$ cat src/rtl/acm_init_seq.sv
`default_nettype none
// ============================================================================
// Module   : acm_init_seq
// Purpose  : ACM initialisation sequencer. Walks the ACM lookup table from
//            ACM_START to ACM_END, samples each entry, and writes every valid
//            entry into the analog configuration memory over a ready/enable
//            handshake. Runs once per START pulse, then pulses DONE.
// Ports    : PCLK, PRESETN   - clock, synchronous active-low reset
//            START           - begin a run (sampled only when idle)
//            TBL_ADDR/DATA/DO- lookup table address, data, entry-valid
//            ACM_ADDR/WDATA  - write address and data to the ACM port
//            ACM_WEN/READY   - write request, held until READY accepts it
//            BUSY, DONE      - run in progress, one-cycle completion pulse
//            WCOUNT          - writes accepted in the current or last run
// Revision : 1.0 - initial release
// ============================================================================
module acm_init_seq #(
  parameter int ACM_START   = 0,
  parameter int ACM_END     = 255,
  parameter int WAIT_CYCLES = 2
) (
  input  logic       PCLK,
  input  logic       PRESETN,
  input  logic       START,
  output logic [7:0] TBL_ADDR,
  input  logic [7:0] TBL_DATA,
  input  logic       TBL_DO,
  output logic [7:0] ACM_ADDR,
  output logic [7:0] ACM_WDATA,
  output logic       ACM_WEN,
  input  logic       ACM_READY,
  output logic       BUSY,
  output logic       DONE,
  output logic [8:0] WCOUNT
);

  localparam logic [7:0] c_start_addr = 8'(ACM_START);
  localparam logic [7:0] c_end_addr   = 8'(ACM_END);
  localparam logic [3:0] c_wait       = 4'(WAIT_CYCLES);

  typedef enum logic [2:0] {
    S_IDLE   = 3'd0,
    S_LOOKUP = 3'd1,
    S_WRITE  = 3'd2,
    S_SETTLE = 3'd3,
    S_NEXT   = 3'd4,
    S_FIN    = 3'd5
  } state_e;

  state_e     state_q;
  logic [7:0] addr_q;
  logic [7:0] data_q;
  logic [7:0] acm_addr_q;
  logic       acm_wen_q;
  logic       busy_q;
  logic       done_q;
  logic [8:0] wcount_q;
  logic [3:0] wait_q;

  // All outputs come straight from registers; nothing combinational from
  // ACM_READY or the table inputs reaches a port.
  assign TBL_ADDR  = addr_q;
  assign ACM_ADDR  = acm_addr_q;
  assign ACM_WDATA = data_q;
  assign ACM_WEN   = acm_wen_q;
  assign BUSY      = busy_q;
  assign DONE      = done_q;
  assign WCOUNT    = wcount_q;

  always_ff @(posedge PCLK) begin
    if (!PRESETN) begin
      state_q    <= S_IDLE;
      addr_q     <= 8'd0;
      data_q     <= 8'd0;
      acm_addr_q <= 8'd0;
      acm_wen_q  <= 1'b0;
      busy_q     <= 1'b0;
      done_q     <= 1'b0;
      wcount_q   <= 9'd0;
      wait_q     <= 4'd0;
    end else begin
      done_q <= 1'b0;
      case (state_q)
        S_IDLE: begin
          if (START) begin
            wcount_q <= 9'd0;
            // An empty range finishes at once without touching the table.
            if (c_start_addr > c_end_addr) begin
              done_q  <= 1'b1;
              state_q <= S_FIN;
            end else begin
              addr_q  <= c_start_addr;
              busy_q  <= 1'b1;
              state_q <= S_LOOKUP;
            end
          end
        end

        S_LOOKUP: begin
          // Data is captured only for valid entries so an undriven table
          // word behind a skipped entry never reaches ACM_WDATA.
          if (TBL_DO) begin
            data_q     <= TBL_DATA;
            acm_addr_q <= addr_q;
            acm_wen_q  <= 1'b1;
            state_q    <= S_WRITE;
          end else begin
            state_q    <= S_NEXT;
          end
        end

        S_WRITE: begin
          if (ACM_READY) begin
            acm_wen_q <= 1'b0;
            wcount_q  <= wcount_q + 9'd1;
            if (c_wait == 4'd0) begin
              state_q <= S_NEXT;
            end else begin
              wait_q  <= c_wait - 4'd1;
              state_q <= S_SETTLE;
            end
          end
        end

        S_SETTLE: begin
          if (wait_q == 4'd0) begin
            state_q <= S_NEXT;
          end else begin
            wait_q <= wait_q - 4'd1;
          end
        end

        S_NEXT: begin
          // Compare before incrementing so an end address of 255 never
          // wraps the table address back to 0.
          if (addr_q == c_end_addr) begin
            busy_q  <= 1'b0;
            done_q  <= 1'b1;
            state_q <= S_FIN;
          end else begin
            addr_q  <= addr_q + 8'd1;
            state_q <= S_LOOKUP;
          end
        end

        S_FIN: begin
          state_q <= S_IDLE;
        end

        default: begin
          state_q <= S_IDLE;
        end
      endcase
    end
  end

endmodule
`default_nettype wire
$ cat config.mk
export PLATFORM = sky130hd
export DESIGN_NAME = acm_init_seq
export DESIGN_NICKNAME = d
export VERILOG_FILES = /design/src/rtl/acm_init_seq.sv
export SDC_FILE = /design/constraint.sdc
export NUM_CORES = 1
export LEC_CHECK = 0
export BUFFER_PORTS_ARGS = -buffer_cell sky130_fd_sc_hd__buf_2
export CAP_MARGIN = 0
export CORE_MARGIN = 2
export CORE_UTILIZATION = 52
export CTS_BUF_LIST = sky130_fd_sc_hd__clkbuf_2
export DETAILED_ROUTE_END_ITERATION = 12
export MAX_ROUTING_LAYER = met4
export PLACE_DENSITY_LB_ADDON = 0.05
export SYNTH_ARGS = -nofsm -noshare
export SYNTH_HDL_FRONTEND = slang
export SYNTH_SLANG_ARGS = --single-unit
$ cat constraint.sdc
create_clock -name PCLK -period 2.24 [get_ports PCLK]
set_clock_uncertainty 0.05 [all_clocks]
set_input_delay 0 -clock PCLK [delete_from_list [all_inputs] [get_ports PCLK]]
set_output_delay 0 -clock PCLK [all_outputs]
set_load 0.005 [all_outputs]
==> impl_results.md <==
* Power per cell area at 636 nW/um^2
* Yosys cell types at 42
* Commonest non-fill, non-tap cell in the layout: buf_2
* Die Y at between 60 and 70 um
* Clk network pwr share at 37.0%
* Hold/Removal Path Class: in -> reg
* Place WS at roughly 380 ps
* Max_cap viols at 0
* Post-synthesis sequential area ratio at between 40 and 50%
* Post-route setup TNS at 0 ps
* Worst slew pin tran at approximately 600 ps
* Routed Wire Length at 4240 um
* Synthesized cell area at 1890 sq um
* Filler cells at approximately 300
* Sequential Power Share at 53.6%
* H-tree levels at 2
* Initial DRC Count at 84
* WHS at 170 ps
* Starting Density at between 50 and 60%
* Post-synth net total at between 200 and 250
* Skew-Pair Late Insertion Delay at 410 ps
* Rel. slew slack at around 59%
* CTS tree: done
* Worst Slack Setup Final at between 300 and 400 ps
* Postcts setup bufs at 0
* Die Wd at around 64 um
* Sw Share at 23.3%
* Global-route wire length before repair at 7270 um
* Area Growth Syn to Fin at 24.8%
* DR DRC count at 0
* CP Launch Point: state_q[2]
* N_diodes at 0
* Synth Flop Type: dfxtp_1
* Layout Utilization at 69.0%
* Max VDD drop at 321 uV
* R2R Path Start: state_q[2]
* Gr usage total at between 20% and 30%
* Num CTS Buffers at 5
* Crit end category: register
* Largest cells by area after synthesis: dfxtp_1 (46%), nand2_1 (8.3%), a21oi_1 (8.2%), nor2_1 (4.2%), ha_1 (2.7%)
* Die area at 4130 sq um
* # setup viols final at 0
* Vias in the first global route at roughly 1600
* Worst EP arrival at 2200 ps
* Syn Area/Cell at about 8 sq um
* Synth Instances at approximately 230
* EDFF count, synth at 0
* Final nets at about 310
* Startpoint Class: register
* CP Cell Sequence: or3b_1 -> or4_1 -> a31oi_1
* Synth Register Bits at 43
* WL/cell at approximately 13 um
* RSZ-0062 raised after global routing: no
* Largest net degree at the start of global routing at 28
* First-pass detailed-route iteration total at 4
* CTS Sinks at 43
* Syn. warnings at 0
* Final min period at roughly 1900 ps
* Worst path max stage delay at about 570 ps
* Worst-path fanout max at 13
* P_int at 1.15 mW
* Async SR Flop Fraction at 0%
* Post-synth top area share at between 40% and 50%
* Hold path start: TBL_DO
* P_leak at around 1 nW
* GR Overflow Total at 0
* Root Driver: clkbuf_2
* Max Slew Vio Count at 0
* Final Wtd Congestion at 0.811
* Final cell count without fillers at 336
* Synth area leader: dfxtp_1
* Area of the multi-input gates at between 900 and 1000 sq um
* Initial antenna violation count at 0
* FP Rows at 21
* Worst EP required at 2560 ps
* P_sw at approximately 0.35 mW
* Tcrit/Tclk final at roughly 84%
* Core area at between 3000 and 4000 sq um
* Port Buffers at between 40 and 50
* Register area at 861 sq um
* Avg Vias per Cell at around 5.4
* Via count at about 1800
* Gate power share at approximately a tenth
* Most frequent cells in the layout: buf_2 (48), dfxtp_1 (43), nand2_1 (42), a21oi_1 (31), nor2_1 (21)
* Final HPWL DP at 2800 um
* Hold Vio Cnt, Final at 0
* Status: completed
* Clock-pin slew on the worst setup and hold paths at between 200 and 250 ps
* Placed insts at approximately 320
* IO Count at a little under 50
* FMAX at around 530 MHz
* Crit Path Class: reg -> reg
* Share of cells above drive strength 1 at approximately 22%
* Post-route ant nets at 0
* Critical-path top delay cell: dfxtp_1
* Clk buf depth at 2
Yosys cell counts, types with 2 or more instances:
library cell / instances
o211ai_1: 3
dfxtp_1: 43
o21ai_0: 7
o31ai_1: 4
ha_1: 4
and2_1: 2
buf_2: 2
a211oi_1: 3
xor2_1: 5
nand4_1: 6
clkbuf_1: 8
nor2_1: 21
and3_1: 5
or4_1: 3
nand2_1: 42
nand3b_1: 2
nor2b_1: 2
or3_1: 2
nand3_1: 8
a21oi_1: 31
nor3_1: 5
inv_1: 4
power groups by stage:
stage	Clock, mW	Combinational (mW)	Sequential, mW
6_report	0.555	0.141	0.804
5_1_grt	0.588	0.159	0.807
4_1_cts	0.563	0.141	0.803
3_5_place_dp	0	0.125	0.818
3_3_place_gp	0	0.124	0.817
2_1_floorplan	0	0.0923	0.809
layer usage:
metal / vias to the layer above / part of all wire (%) / GRT usage (%)
met5: - / 0 / -
met4: 0 / 1.1 / 4.79
met3: 6 / 4.5 / 6.51
met2: 34 / 46 / 37.2
met1: 826 / 49 / 28.0
li1: 932 / - / -
kinds of logic after synthesis:
group | after synthesis | share of synthesized area (%)
AOI/OAI and AO/OA | 55 | 17.2
buffers and inverters | 17 | 3.78
adders and majority gates | 4 | 2.65
DFF | 43 | 45.6
muxes | 2 | 1.13
and+or+nand+nor | 105 | 26.8
xor gates and xnor gates | 6 | 2.78
area by class of cell:
| cell class | count | share of cell area (%) |
|---|---|---|
| Inverter | 5 | 0.797 |
| Sequential cell | 43 | 36.5 |
| Multi-Input combinational cell | 172 | 40.6 |
| Tap cell | 46 | 2.44 |
| Clock inverter | 2 | 2.55 |
| Clock buffer | 6 | 1.27 |
| Timing Repair Buffer | 62 | 15.8 |
worst max-delay path, delay by kind of cell (launching register included):
family	cells	cell delay, ps
AOI/OAI and AO/OA	1	160
DFF	1	570
and+or+nand+nor	2	1070
final timing paths:
check | to | slack (ps) | cells past startpoint
worst min register to register | ACM_ADDR[2] | 420 | 2
worst max-delay path | TBL_ADDR[7] | 360 | 3
worst min-delay path | state_q[1] | 170 | 5
worst max register to register | TBL_ADDR[7] | 360 | 3
metrics by stage:
stage          instance area, sq um  power (mW)
2_1_floorplan                  1890       0.901
3_3_place_gp                   2160       0.941
3_5_place_dp                   2160       0.943
4_1_cts                        2360        1.51
5_1_grt                        2360        1.55
6_report                       2360        1.50
sequential cells by signal, indices dropped and copies added, names as in the netlist:
signal / cells
WCOUNT: 9
ACM_ADDR: 8
ACM_WDATA: 8
TBL_ADDR: 8
wait_q: 4
state_q: 3
ACM_WEN: 1
BUSY: 1
DONE: 1
timing repair:
item | 4_1_cts | 5_1_grt
gates resized for setup | 0 | 0
hold buffers | 11 | 0
endpoints found under the hold margin | 19 | 0
No activity file was read; power rests on OpenSTA's default activity.
